File: src/rtl/ssd_display_arbiter.sv
// ssd_display_arbiter
//   Shares one 8-digit seven-segment display between NUM_REQ requesters.
//   Round-robin arbitration with a minimum dwell time. A granted source keeps
//   the display until it drops its request, or until its dwell has expired
//   and another source is waiting. data_out/control_out are registered and
//   feed seven_segment8_wrapper directly (control_out = {blank, dp[7:0]}).
//
//   Optional build macro: SSD_ARB_BLANK_GAP_EN
//     When it is defined, every hand-over (switch or release) passes through a
//     blanked GAP of GAP_CYCLES clocks. After the GAP the block re-arbitrates
//     from ptr among the requests asserted at that time.
//
// Ports
//   clk          system clock
//   rst          asynchronous reset, active low
//   req          per-source request, level sensitive
//   data_in      per-source hex digits, source i at [32i+31:32i]
//   dp_in        per-source decimal points, source i at [8i+7:8i]
//   grant        one-hot grant, or all zero
//   data_out     display digits to the wrapper
//   control_out  {blank, dp[7:0]} to the wrapper
//   busy         high while any grant is active
module ssd_display_arbiter #(
   parameter int unsigned NUM_REQ      = 4,
   parameter int unsigned DWELL_CYCLES = 50_000_000,
   parameter int unsigned GAP_CYCLES   = 1_000_000
) (
   input  logic                   clk,
   input  logic                   rst,
   input  logic [NUM_REQ-1:0]     req,
   input  logic [NUM_REQ*32-1:0]  data_in,
   input  logic [NUM_REQ*8-1:0]   dp_in,
   output logic [NUM_REQ-1:0]     grant,
   output logic [31:0]            data_out,
   output logic [8:0]             control_out,
   output logic                   busy
);

   localparam int unsigned IDX_W   = $clog2(NUM_REQ);
   // One counter serves both the dwell and the gap, so size it for the larger.
   localparam int unsigned CNT_MAX = (DWELL_CYCLES > GAP_CYCLES) ? DWELL_CYCLES : GAP_CYCLES;
   localparam int unsigned CNT_W   = $clog2(CNT_MAX);

   localparam logic [CNT_W-1:0] DWELL_LAST = CNT_W'(DWELL_CYCLES - 1);
`ifdef SSD_ARB_BLANK_GAP_EN
   localparam logic [CNT_W-1:0] GAP_LAST   = CNT_W'(GAP_CYCLES - 1);
`endif
   localparam logic [8:0]       BLANK      = 9'h100;

   typedef logic [IDX_W-1:0] idx_t;

`ifdef SSD_ARB_BLANK_GAP_EN
   typedef enum logic [1:0] {StIdle, StShow, StGap} state_t;
`else
   typedef enum logic [1:0] {StIdle, StShow} state_t;
`endif

   state_t           state_q;
   idx_t             ptr_q;
   idx_t             owner_q;
   logic [CNT_W-1:0] cnt_q;

   logic             idle_hit;
   idx_t             idle_idx;
   logic             sw_hit;
   idx_t             sw_idx;
   logic [31:0]      owner_data;
   logic [7:0]       owner_dp;

   function automatic idx_t wrap_add(idx_t base, int unsigned off);
      int unsigned s;
      s = (32'(base) + off) % NUM_REQ;
      return idx_t'(s);
   endfunction

   function automatic logic [NUM_REQ-1:0] onehot(idx_t i);
      logic [NUM_REQ-1:0] v;
      v    = '0;
      v[i] = 1'b1;
      return v;
   endfunction

   // Scan offsets from the far end back to the near end so the last hit
   // written is the closest one in round-robin order.
   always_comb begin
      idle_hit = 1'b0;
      idle_idx = ptr_q;
      for (int k = NUM_REQ - 1; k >= 0; k--) begin
         if (req[wrap_add(ptr_q, unsigned'(k))]) begin
            idle_hit = 1'b1;
            idle_idx = wrap_add(ptr_q, unsigned'(k));
         end
      end
   end

   // Next requester after the current owner, excluding the owner itself.
   always_comb begin
      sw_hit = 1'b0;
      sw_idx = owner_q;
      for (int k = NUM_REQ - 1; k >= 1; k--) begin
         if (req[wrap_add(owner_q, unsigned'(k))]) begin
            sw_hit = 1'b1;
            sw_idx = wrap_add(owner_q, unsigned'(k));
         end
      end
   end

   always_comb begin
      owner_data = '0;
      owner_dp   = '0;
      for (int i = 0; i < NUM_REQ; i++) begin
         if (owner_q == idx_t'(i)) begin
            owner_data = data_in[i*32 +: 32];
            owner_dp   = dp_in[i*8 +: 8];
         end
      end
   end

   always_ff @(posedge clk or negedge rst) begin
      if (!rst) begin
         state_q     <= StIdle;
         ptr_q       <= '0;
         owner_q     <= '0;
         cnt_q       <= '0;
         grant       <= '0;
         data_out    <= '0;
         control_out <= BLANK;
      end else begin
         case (state_q)
            StIdle: begin
               data_out    <= '0;
               control_out <= BLANK;
               if (idle_hit) begin
                  state_q <= StShow;
                  owner_q <= idle_idx;
                  grant   <= onehot(idle_idx);
                  cnt_q   <= '0;
               end
            end

            StShow: begin
               data_out    <= owner_data;
               control_out <= {1'b0, owner_dp};
               if (!req[owner_q]) begin
                  // Release wins over a coincident dwell expiry.
                  grant       <= '0;
                  ptr_q       <= wrap_add(owner_q, 32'd1);
                  cnt_q       <= '0;
                  data_out    <= '0;
                  control_out <= BLANK;
`ifdef SSD_ARB_BLANK_GAP_EN
                  state_q     <= StGap;
`else
                  state_q     <= StIdle;
`endif
               end else if (cnt_q == DWELL_LAST && sw_hit) begin
`ifdef SSD_ARB_BLANK_GAP_EN
                  grant       <= '0;
                  ptr_q       <= wrap_add(owner_q, 32'd1);
                  cnt_q       <= '0;
                  data_out    <= '0;
                  control_out <= BLANK;
                  state_q     <= StGap;
`else
                  // Direct hand-over: grant moves without an all-zero cycle.
                  owner_q <= sw_idx;
                  grant   <= onehot(sw_idx);
                  ptr_q   <= wrap_add(sw_idx, 32'd1);
                  cnt_q   <= '0;
`endif
               end else if (cnt_q != DWELL_LAST) begin
                  cnt_q <= cnt_q + CNT_W'(1);
               end
            end

`ifdef SSD_ARB_BLANK_GAP_EN
            StGap: begin
               data_out    <= '0;
               control_out <= BLANK;
               if (cnt_q == GAP_LAST) begin
                  cnt_q <= '0;
                  if (idle_hit) begin
                     state_q <= StShow;
                     owner_q <= idle_idx;
                     grant   <= onehot(idle_idx);
                  end else begin
                     state_q <= StIdle;
                  end
               end else begin
                  cnt_q <= cnt_q + CNT_W'(1);
               end
            end
`endif

            default: begin
               state_q     <= StIdle;
               grant       <= '0;
               data_out    <= '0;
               control_out <= BLANK;
            end
         endcase
      end
   end

   assign busy = |grant;

endmodule

File: config.mk
export PLATFORM = sky130hd
export DESIGN_NAME = ssd_display_arbiter
export DESIGN_NICKNAME = d
export VERILOG_FILES = /design/src/rtl/ssd_display_arbiter.sv
export SDC_FILE = /design/constraint.sdc
export NUM_CORES = 1
export LEC_CHECK = 0
export CORE_MARGIN = 2
export CORE_UTILIZATION = 40
export DETAILED_ROUTE_END_ITERATION = 6
export GPL_TIMING_DRIVEN = 0
export PLACE_DENSITY = 0.77
export SLEW_MARGIN = 25
export SYNTH_ARGS = -nofsm -noshare
export SYNTH_HDL_FRONTEND = slang
export SYNTH_SLANG_ARGS = --single-unit
File: constraint.sdc
create_clock -name clk -period 6.9 [get_ports clk]
set_clock_uncertainty 0.05 [all_clocks]
set_input_delay 2.07 -clock clk [delete_from_list [all_inputs] [get_ports clk]]
set_output_delay 2.07 -clock clk [all_outputs]
set_load 0.02 [all_outputs]
==> After elaboration in Yosys (flattened, before gate mapping) <==
Index checks and enable logic that the tools add are counted.
Widths: inputs -> output; s select.
{ "op_classes": {"eq_ne": 13, "reduce_logical": 12, "add_sub_neg": 8, "n_lt_le_gt_ge": 12, "n_mux": 64} }
{ "op_table": {"columns": ["operator", "count"], "rows": [
  ["$mux 32", 6],
  ["$mux 26", 4],
  ["$pmux 26 s2", 1],
  ["$mux 8", 4],
  ["$lt 2x3->1 const B", 10],
  ["$mux 2", 14],
  ["$add 26x1->26 const B", 1],
  ["$eq 26x26->1 const B", 1],
  ["$ne 26x26->1 const B", 1],
  ["$mux 9", 2],
  ["$mux 1", 17],
  ["$bmux 1 s2", 8],
  ["$mux 4", 3],
  ["$add 2x2->2 const B", 4],
  ["$ne 2x2->1 const B", 4],
  ["$pmux 2 s2", 2],
  ["$pmux 4 s2", 1],
  ["$add 2x1->2 const B", 3],
  ["$reduce_and 2->1", 3],
  ["$demux 1 s2", 2],
  ["$eq 2x1->1 const B", 2],
  ["$eq 2x2->1 const B", 2],
  ["$ge 2x1->1 const B", 2],
  ["$logic_not 2->1", 2],
  ["other kinds (8)", 10]
]} }
{ "word_totals": {"in_bits": 166, "elab_cells": 116, "ff_bits": 77} }

==> Depth between registers and ports, before layout <==
{ "logic_depth": {"ltp_word": 13, "depth_mapped": 11, "ltp_nobuf": 8} }

==> Worst setup path before layout <==
OpenSTA, ideal clock, no wires.
{ "synth_timing": {"kind": "in2reg", "startpoint": "in req[3]", "endpoint": "reg grant[2]", "arrival_ns": 3.814, "slack_ns": 2.908, "stages": 9, "cell_sequence": "mux4_2 > and2_1 > buf_4 > inv_2 > buf_2 > a21oi_1 > nor2_1 > buf_4 > mux2_1"} }
{ "synth_between": {"elab_chain_len": 12} }
{ "synth_lines": {"columns": ["element", "line", "source"], "rows": [
  ["from (decl)", "30", "input logic [NUM_REQ-1:0] req,"],
  ["$bmux 1 s2, on equally long branches", "101, 89", null],
  ["$mux 1, on equally long branches", "101, 89", null],
  ["$mux 2, on equally long branches (3 in series)", "101, 89", null],
  ["$lt 2x3->1 (not written as such), or another cell as far along", "79", "v[i] = 1'b1;"],
  ["$logic_and 1x1->1 (not written as such), or another cell as far along", "79", null],
  ["$mux 1 (not written as such) or $logic_and 1x1->1 (tied branches)", "79", null],
  ["$demux 1 s2 or $mux 1 (tied branches)", "79", null],
  ["$mux 4 or $demux 1 s2 (tied branches)", "156, 79", null],
  ["$mux 4, on equally long branches", "144, 133", null],
  ["$pmux 4 s2", "129", "case (state_q)"],
  ["to (signal assigned)", "136", "grant <= onehot(idle_idx);"],
  ["to (signal assigned)", "167", "grant <= onehot(sw_idx);"],
  ["to (decl)", "33", "output logic [NUM_REQ-1:0] grant,"]
]} }
Several ways; a longest one is shown, not always the timed one. The select of a mux whose other input is x is not followed.
A chain may end at the register's enable or synchronous reset.

==> Final worst setup path <==
{ "layout_timing": {"startpoint": "in req[2]", "endpoint": "reg grant[2]"} }
Same word-level chain as after synthesis.

==> impl_metrics.py <==
metrics = {
    "global_routing": {
        "grt_antenna_before_repair": 1,
        "grt_pass1_vias": 5435,
        "grt-ovfl-total": 0,
        "grt_pass1_wl_um": 26920,
        "grt_usage_pct": 26.01,
        "grt_max_degree": 45,
    },
    "cts": {
        "clk_pin_slew_ps": 60,
        "cts_tree": "yes",
        "htreeDepth": 3,
        "clkSinkCount": 76,
        "ctsResizeCount": 0,
        "cts_setup_buffers": 0,
        "clkLatencyLatePin_ps": 340,
        "clock_path_buffers": 2,
        "holdBufCountCts": 0,
        "numCtsBuffers": 9,
        "root_buffer": "clkbuf_16",
    },
    "timing": {
        "finalSetupViolCount": 0,
        "relSlewSlack_pct": 55.59,
        "rsz0062_at_grt": "false",
        "slew_viol_final": 0,
        "period_share_pct": 64.90,
        "setup-tns-final_ps": 0,
        "tightest_slew_ps": 660.1,
        "fmaxAchievable_mhz": 223.3,
        "hold_violations": 0,
        "min_period_ps": 4478,
    },
    "run_status": {
        "status": "complete, no violations",
    },
    "die": {
        "top_level_ports": 212,
        "die_w_um": 114.7,
        "row_count": 40,
        "initial_core_util_pct": 40.96,
        "dieArea_mm2": 0.01315,
        "fp.dieH_um": 114.7,
        "core_mm2": 0.01196,
    },
    "drt": {
        "initialDrtViolationCount": 328,
        "vias": 5434,
        "postRouteAntennaNets": 0,
        "drtPass1Iterations": 5,
        "routed_via_density": 5.637,
        "drc": 0,
        "wl_per_cell_um": 17.45,
        "drt_wl_total_um": 16820,
    },
    "synth": {
        "yosys-top-cells-area": "dfrtp_1 38%, a221oi_1 7.3%, a21oi_1 6.6%",
        "yosysWarnings": 0,
        "syn_inst": 588,
        "synth_most_common_cell": "dfrtp_1",
        "seq_area_frac_synth_pct": 38.84,
        "synth.distinct_cells": 61,
        "synth_area_mm2": 0.004900,
        "syn_area_per_cell_um2": 8.333,
        "ys_seq_elements": 76,
        "synth_common_cells": "75 x dfrtp_1, 72 x nor2_1, 65 x a21oi_1",
        "synth_top_flop_cell": "dfrtp_1",
        "syn_nets": 759,
        "async_flop_share_pct": 100.0,
        "synth_top_cell_area_share_pct": 38.30,
        "synth-edff-count": 0,
        "synth_top_area_cell": "dfrtp_1",
    },
    "setup_path": {
        "crit_arrival_ps": 4650,
        "slowest_delay_ps": 580,
        "path_cells": "clkdlybuf4s50_1 -> mux4_2 -> and2_1 -> buf_4 -> inv_2 -> buf_2 -> a21oi_1 -> nor2_1 -> buf_4 -> mux2_1",
        "timing.setup.critical_path_class": "in2reg",
        "r2r_slack_ps": 3980,
        "critPathMaxFanout": 10,
        "cp-end-kind": "flop",
        "crit_path_top_delay_cell": "mux4_2",
        "cpMostUsedCell": "buf_4",
        "required_ps": 7070,
        "cp-start-kind": "input port",
    },
    "final_layout": {
        "drive_above_1_share_pct": 5.637,
        "nets": 982,
        "final_cell_area_mm2": 0.007516,
        "syn_to_final_growth_pct": 53.40,
        "n_fill_cell": 1040,
    },
    "power_and_ir_drop": {
        "leakagePower_nw": 2.919,
        "p_total_mw": 2.791,
        "max-vdd-ir-drop_v": 0.0002134,
        "p_per_area_mw_per_mm2": 371.3,
    },
    "place": {
        "gp_congestion": 0.9356,
        "dp_hpwl_um": 13250,
        "place_area_mm2": 0.007221,
        "port_buffers": 211,
    },
    "flow_run": {
        "drv_cap": 0,
    },
    "worst_hold_path": {
        "min_path_type": "reg2reg",
    },
}
logic make-up (layout without fill, tap and decap cells):
kind of cell	count (synthesis)	after routing	synth area share, %
adder cells (fa/ha/maj)	5	5	1.277
flip-flops	76	76	38.84
AO/OA/AOI/OAI	167	167	23.60
buffers and inverters	68	296	5.822
multiplexers	9	9	2.171
AND/OR/NAND/NOR	253	253	26.51
XOR/XNOR	10	10	1.787
other	0	1	0
layout make-up:
| type | count | area, um2 | share of cell area [%] |
|---|---|---|---|
| Buffer | 52 | 225.2 | 2.997 |
| Multi-Input combinational cell | 444 | 2711 | 36.07 |
| Clock buffer | 9 | 225.2 | 2.997 |
| Inverter | 16 | 60.06 | 0.7991 |
| Clock inverter | 7 | 67.56 | 0.8990 |
| Timing Repair Buffer | 212 | 2137 | 28.43 |
| Antenna cell | 1 | 2.502 | 0.03329 |
| Sequential cell | 76 | 1903 | 25.32 |
| Tap cell | 147 | 183.9 | 2.447 |
state kept, by name (all words and copies together), names as in the netlist:
| register | flops |
|---|---|
| ptr_q | 2 |
| data_out | 32 |
| control_out | 9 |
| grant | 4 |
| state_q | 1 |
| cnt_q | 26 |
| owner_q | 2 |
path summary, 6_finish.rpt:
path / start / endpoint / cells past startpoint
worst max-delay path: req[2] / grant[2]$_DFFE_PN0P_ / 10
worst min-delay path: grant[2]$_DFFE_PN0P_ / grant[2]$_DFFE_PN0P_ / 1
worst max register to register: owner_q[1]$_DFFE_PN0P_ / grant[2]$_DFFE_PN0P_ / 11
worst min register to register: grant[2]$_DFFE_PN0P_ / grant[2]$_DFFE_PN0P_ / 1
max in group asynchronous: rst / control_out[8]$_DFF_PN1_ / 2
min in group asynchronous: rst / ptr_q[1]$_DFFE_PN0P_ / 1
critical path: cells and delay by family:
family | cells | cell delay [ps]
buffers and inverters | 5 | 1210
AO/OA/AOI/OAI | 1 | 80
AND/OR/NAND/NOR | 2 | 370
multiplexers | 2 | 910
report_power, final:
| part | switching, mW | leakage [nW] | internal [mW] | total, mW |
|---|---|---|---|---|
| clock | 0.187 | 0.149 | 0.279 | 0.465 |
| sequential | 0.0590 | 1.03 | 0.577 | 0.636 |
| combinational | 0.969 | 1.74 | 0.721 | 1.69 |
| total | 1.21 | 2.92 | 1.58 | 2.79 |
metal layers:
layer,part of all wire [%],up-vias,global-route usage [%]
li1,-,2611,-
met1,39,2583,30.46
met2,51,208,45.33
met3,7.6,32,7.676
met4,2.8,0,8.943
met5,0,-,0
layout by cell type (no fill, tap or decap), types with 7 or more instances in the layout:
cell / netlist / layout
clkbuf_16: 0 / 9
clkbuf_1: 36 / 36
nor2b_1: 42 / 42
o21ai_0: 9 / 9
nand3_1: 17 / 17
nand2_1: 27 / 27
dfrtp_1: 75 / 75
clkdlybuf4s50_1: 0 / 210
or3_1: 7 / 7
inv_1: 15 / 15
nor3_1: 44 / 44
nor2_1: 72 / 72
a221oi_1: 41 / 41
buf_1: 8 / 8
nor4_1: 7 / 7
a21oi_1: 65 / 65
through the flow:
| stage | util, % | setup slack, ps | instances | hold WS, ps |
|---|---|---|---|---|
| final | 62.83 | 2422 | 964 | 453.6 |
| after global placement | 60.16 | 1060 | 946 | 439.3 |
| after CTS | 62.81 | 2426 | 963 | 465.1 |
| after detailed placement | 60.37 | 2078 | 947 | 451.8 |
| after global routing | 62.83 | 2274 | 964 | 505.6 |
| after floorplan | - | 2908 | 588 | 452.0 |
Power figures use the tool's default switching activity.
